## config.mk

```make
export PLATFORM = sky130hd
export DESIGN_NAME = btn_debounce_oneshot
export DESIGN_NICKNAME = d
export VERILOG_FILES = /design/src/rtl/btn_debounce_oneshot.sv
export SDC_FILE = /design/constraint.sdc
export NUM_CORES = 1
export LEC_CHECK = 0
export BUFFER_PORTS_ARGS = -buffer_cell sky130_fd_sc_hd__buf_4
export CAP_MARGIN = 20
export CELL_PAD_IN_SITES_DETAIL_PLACEMENT = 1
export CELL_PAD_IN_SITES_GLOBAL_PLACEMENT = 1
export CORE_ASPECT_RATIO = 1.25
export CORE_MARGIN = 5
export CORE_UTILIZATION = 47
export CTS_CLUSTER_DIAMETER = 100
export CTS_CLUSTER_SIZE = 24
export DETAILED_ROUTE_END_ITERATION = 16
export PLACE_DENSITY = 0.82
export SLEW_MARGIN = 20
export SYNTH_ARGS = -nofsm -noshare
export SYNTH_HDL_FRONTEND = slang
export SYNTH_SLANG_ARGS = --single-unit
```

## constraint.sdc

```tcl
create_clock -name CLK -period 2.3 [get_ports CLK]
set_input_delay 0.345 -clock CLK [delete_from_list [all_inputs] [get_ports CLK]]
set_output_delay 0.345 -clock CLK [all_outputs]
set_load 0.01 [all_outputs]
```

## src/rtl/btn_debounce_oneshot.sv

```systemverilog
// Push-button debouncer with a one-shot interrupt pulse per accepted press.
// Optional build macro: DB_RELEASE_PULSE_EN (also pulse DB_BTN on accepted release).
module btn_debounce_oneshot #(
   parameter int DB_COUNT     = 500000,
   parameter int PULSE_CYCLES = 1
) (
   input  logic CLK,
   input  logic RESETN,
   input  logic BTN,
   output logic DB_BTN,
   output logic DB_LEVEL
);

   localparam int CW = $clog2(DB_COUNT + 1);
   localparam int PW = $clog2(PULSE_CYCLES + 1);
   localparam logic [CW-1:0] CNT_LAST   = CW'(DB_COUNT - 1);
   localparam logic [PW-1:0] PULSE_LOAD = PW'(PULSE_CYCLES);

`ifdef DB_RELEASE_PULSE_EN
   localparam bit REL_PULSE = 1'b1;
`else
   localparam bit REL_PULSE = 1'b0;
`endif

   typedef enum logic [1:0] {
      IDLE,
      PRESS_WAIT,
      PRESSED,
      RELEASE_WAIT
   } state_t;

   logic          sync1_q, sync2_q;
   state_t        state_q, state_d;
   logic [CW-1:0] cnt_q, cnt_d;
   logic [PW-1:0] pcnt_q, pcnt_d;
   logic          db_btn_q, db_level_q;
   logic          press_accept, release_accept, pulse_load;

   // NOTE: every variable assigned in always_comb gets a default first so no latch is inferred.
   always_comb begin
      state_d        = state_q;
      cnt_d          = cnt_q;
      press_accept   = 1'b0;
      release_accept = 1'b0;
      unique case (state_q)
         IDLE: begin
            if (sync2_q) begin
               state_d = PRESS_WAIT;
               cnt_d   = '0;
            end
         end
         PRESS_WAIT: begin
            // A mismatch on the acceptance cycle wins over the count.
            if (!sync2_q) begin
               state_d = IDLE;
               cnt_d   = '0;
            end else if (cnt_q == CNT_LAST) begin
               state_d      = PRESSED;
               cnt_d        = '0;
               press_accept = 1'b1;
            end else begin
               cnt_d = cnt_q + CW'(1);
            end
         end
         PRESSED: begin
            if (!sync2_q) begin
               state_d = RELEASE_WAIT;
               cnt_d   = '0;
            end
         end
         RELEASE_WAIT: begin
            if (sync2_q) begin
               state_d = PRESSED;
               cnt_d   = '0;
            end else if (cnt_q == CNT_LAST) begin
               state_d        = IDLE;
               cnt_d          = '0;
               release_accept = 1'b1;
            end else begin
               cnt_d = cnt_q + CW'(1);
            end
         end
         default: begin
            state_d = IDLE;
            cnt_d   = '0;
         end
      endcase
   end

   assign pulse_load = press_accept | (REL_PULSE & release_accept);

   // A new acceptance restarts the pulse rather than extending it.
   always_comb begin
      if (pulse_load)
         pcnt_d = PULSE_LOAD;
      else if (pcnt_q != '0)
         pcnt_d = pcnt_q - PW'(1);
      else
         pcnt_d = pcnt_q;
   end

   // NOTE: sequential state uses non-blocking assignments so all flops update from pre-edge values.
   always_ff @(posedge CLK or negedge RESETN) begin
      if (!RESETN) begin
         sync1_q    <= 1'b0;
         sync2_q    <= 1'b0;
         state_q    <= IDLE;
         cnt_q      <= '0;
         pcnt_q     <= '0;
         db_btn_q   <= 1'b0;
         db_level_q <= 1'b0;
      end else begin
         sync1_q    <= BTN;
         sync2_q    <= sync1_q;
         state_q    <= state_d;
         cnt_q      <= cnt_d;
         pcnt_q     <= pcnt_d;
         db_btn_q   <= (pcnt_d != '0);
         db_level_q <= (state_d == PRESSED) || (state_d == RELEASE_WAIT);
      end
   end

   assign DB_BTN   = db_btn_q;
   assign DB_LEVEL = db_level_q;

endmodule

```

==> summary.txt <==
Logic synthesis
  • Mapped Avg Cell Area: between 9 and 10 µm²
  • Top cell type by total area after synthesis: dfrtp_1
  • Syn Std Cell Area: 1270 µm²
  • Post-synthesis sequential area ratio: approximately half
  • Syn Inst Count: approximately 130
  • Syn Nets: 133
  • Largest cells by area after synthesis: dfrtp_1 49%, nand2_1 5.6%, a31oi_1 4.9%, nand3_1 4.3%, o21ai_0 2.8%
  • Synth Register Bits: 25
  • Number of synthesis warnings: 0
  • Synth cell types: 38
  • Share of Yosys cell area claimed by the top area cell type: 49.2%

Placed design
  • Setup WS pre-CTS: 0.402 ns
  • Hpwl dp: around 2100 µm
  • Inst Count DP: about 170
  • Post-DP Area: roughly 1300 µm²
  • GPL Wtd Cong: 0.777
  • Port Buffers: 4

Pwr
  • Post-layout total power: 0.707 mW
  • Combinational power share: 6.9%
  • Clock power frac: 29.3%
  • Internal cell power: between 0.5 and 0.6 mW
  • Seq pwr share: roughly 64%
  • Pwr dens: 512 nW/µm²
  • Maximum vdd ir drop: 384 µV
  • Psw: around 0.18 mW
  • Switching share of total power: around a quarter
  • Leakage power: between 0.6 and 0.7 nW

CTS
  • Clock buffer depth: 2
  • Clk_lat worst skew: between 0.3 and 0.4 ns
  • Post-CTS sizing: 0
  • Clock Tree Root: clkbuf_4
  • Sinks on Clock Net: 25
  • CTS tree: done
  • H-tree depth: 1
  • Cts bufs inserted: 3
  • Clock-pin slew on the worst setup and hold paths: 0.14 ns

Route
  • Drt wl/cell: 17.0 µm
  • Vias: 1,068
  • Post-DRT Antenna Nets: 0
  • Initial drt markers: 16
  • TritonRoute pass-1 iters: 4
  • Drt drc: 0
  • Final WL: 2930 µm
  • DR vias/cell: 6.21

Critical path
  • Critical Path Fanout Max: 16
  • CP peak stage delay: between 0.5 and 0.6 ns
  • Data required time of the critical path: 2.53 ns
  • Worst setup SP type: flip-flop
  • Crit path from: cnt_q[7]
  • CP Cell Sequence: or4b_1 -> o21ba_1 -> buf_4 -> a21o_1 -> a22o_1
  • WP data arrival: 2.18 ns
  • Slowest CP cell: or4b_1
  • Worst Setup EP: cnt_q[13]
  • CP top delay family: compound AO/OA/AOI/OAI gates
  • Critical path capture point type: flip-flop
  • Reg2reg path depth: 5
  • Worst reg2reg path startpoint: cnt_q[7]
  • Reg2Reg Setup Slack: 0.35 ns
  • Crit path buffers/inverters: 1
  • Number of cells on the critical path: 5
  • CP Class: reg2reg
  • FF-to-FF End: cnt_q[13]

Finish
  • Post-layout util: a little over half
  • Nets@finish: 143
  • Area of the multi-input gates: 613 µm²
  • Final Instance Area: 1380 µm²
  • Fill count: 320
  • Total area of sequential cells: 626 µm²
  • Area Overhead vs Synth: 8.55%
  • Diode count: 0
  • Fraction of layout cells with a size suffix above 1: 13.0%
  • Non-filler cells, final: 172

STA
  • Tcrit/Tclk final: 84.6%
  • Minimum clock period: 1.95 ns
  • Worst slew margin: 46.6%
  • Hold Worst Slack: ~0.11 ns
  • Worst slew pin tran: approximately 0.8 ns
  • FMAX: just over 500 MHz
  • Worst Skew: roughly 0.0036 ns
  • Total Neg Setup Slack: 0 ns
  • Setup WS post-layout: between 0.3 and 0.4 ns
  • Max-slew violations: 0
  • RSZ-0062 raised after global routing: no
  • Final hold violations: 0
  • Final setup vio count: 0

Die
  • Die Y: 68.2 µm
  • Die area: 3850 µm²
  • Initial Util: 47.9%
  • Core area: 2650 µm²
  • Die extent in x: 56.5 µm
  • # IOs: 5
  • Cell Rows: 21

Run
  • Maxcap violations: 0

Status
  • Status: finished clean

GRT
  • Initial antenna violation count: 0
  • GRT overflow: 0
  • Global-route wire length before repair: 5040 µm
  • Pin count of the biggest net entering global routing: 26
  • GRT Total Usage: 16.8%
  • Vias in the first global route: 1,133

Min path
  • Worst hold-check path type: in2reg
Yosys cell counts:
cell type / number
nand4_1: 2
nor3b_1: 1
nor3_1: 2
and2_1: 2
a22o_1: 3
xor2_1: 1
or2b_1: 1
a21o_1: 4
and2_0: 1
nand2b_1: 1
nor4b_1: 1
a41oi_1: 2
nand2_1: 19
mux2i_1: 1
clkbuf_1: 1
nor4_1: 1
nand3_1: 11
and3_1: 3
or4_1: 1
and4_1: 1
buf_6: 2
nor4bb_1: 1
dfrtp_1: 25
a21oi_1: 5
o31ai_1: 1
buf_4: 1
nor2_1: 6
or4b_1: 1
nand4b_1: 1
o221ai_1: 1
ha_1: 1
o31a_1: 1
or2_2: 1
o21ai_0: 7
o21ba_1: 1
nor3_2: 2
mux2_2: 3
a31oi_1: 10
final cells by class:
class | instances | share of cell area, %
clock inverter | 1 | 0.543
multi-input combinational | 100 | 44.4
clock buffer | 3 | 1.63
tap | 34 | 3.08
sequential | 25 | 45.3
timing repair buffer | 9 | 5.07
timing repair:
action,in CTS,in global routing
hold buffers,1,0
setup buffers,0,0
endpoints found under the hold margin,25,0
kinds of logic after synthesis:
family,share of synthesized area [%]
muxes,3.44
and+or+nand+nor,24.9
xor gates and xnor gates,0.688
DFF,49.2
AOI/OAI and AO/OA,18.2
adders and majority gates,0.983
buffers and inverters,2.65
placed cells by master (no fill, tap or decap):
master / instances
dfrtp_1: 25
nand2_1: 19
nand3_1: 11
a31oi_1: 10
buf_4: 8
o21ai_0: 7
nor2_1: 6
a21oi_1: 5
a21o_1: 4
and3_1: 3
mux2_2: 3
a22o_1: 3
clkbuf_4: 3
and2_1: 2
nand4_1: 2
nor3_2: 2
nor3_1: 2
a41oi_1: 2
xor2_1: 1
or4b_1: 1
nor4bb_1: 1
nor4b_1: 1
nand4b_1: 1
nor3b_1: 1
o21ba_1: 1
and2_0: 1
or2_2: 1
o221ai_1: 1
mux2i_1: 1
nand2b_1: 1
or2b_1: 1
nor4_1: 1
o31a_1: 1
o31ai_1: 1
and4_1: 1
or4_1: 1
ha_1: 1
clkinvlp_4: 1
dlygate4sd3_1: 1
metal layers:
layer | global-route usage, % | part of all wire, % | vias up
met5 | 0 | 0 | -
met4 | 7.42 | 0.72 | 0
met3 | 2.08 | 3.0 | 2
met2 | 31.2 | 51 | 18
met1 | 19.4 | 45 | 544
li1 | - | - | 504
state kept, by name (all words and copies together) (netlist names):
name	count
DB_LEVEL	1
DB_BTN	1
sync1_q	1
state_q	2
sync2_q	1
cnt_q	19
power by group through the flow:
stage          Sequential [mW]  Clock (mW)  Combinational, mW
3_3_place_gp             0.459           0             0.0461
2_1_floorplan            0.458           0             0.0314
6_report                 0.451       0.207             0.0485
3_5_place_dp             0.460           0             0.0477
5_1_grt                  0.453       0.236             0.0552
4_1_cts                  0.452       0.220             0.0495
worst min-delay path by stage:
stage                     startpoint         to  depth (start not counted)
after floorplan               RESETN     DB_BTN                          0
after global placement        RESETN  cnt_q[11]                          1
after detailed placement      RESETN  cnt_q[10]                          1
after CTS                        BTN    sync1_q                          1
after global routing             BTN    sync1_q                          1
final                            BTN    sync1_q                          1
No activity file was read; power rests on OpenSTA's default activity.
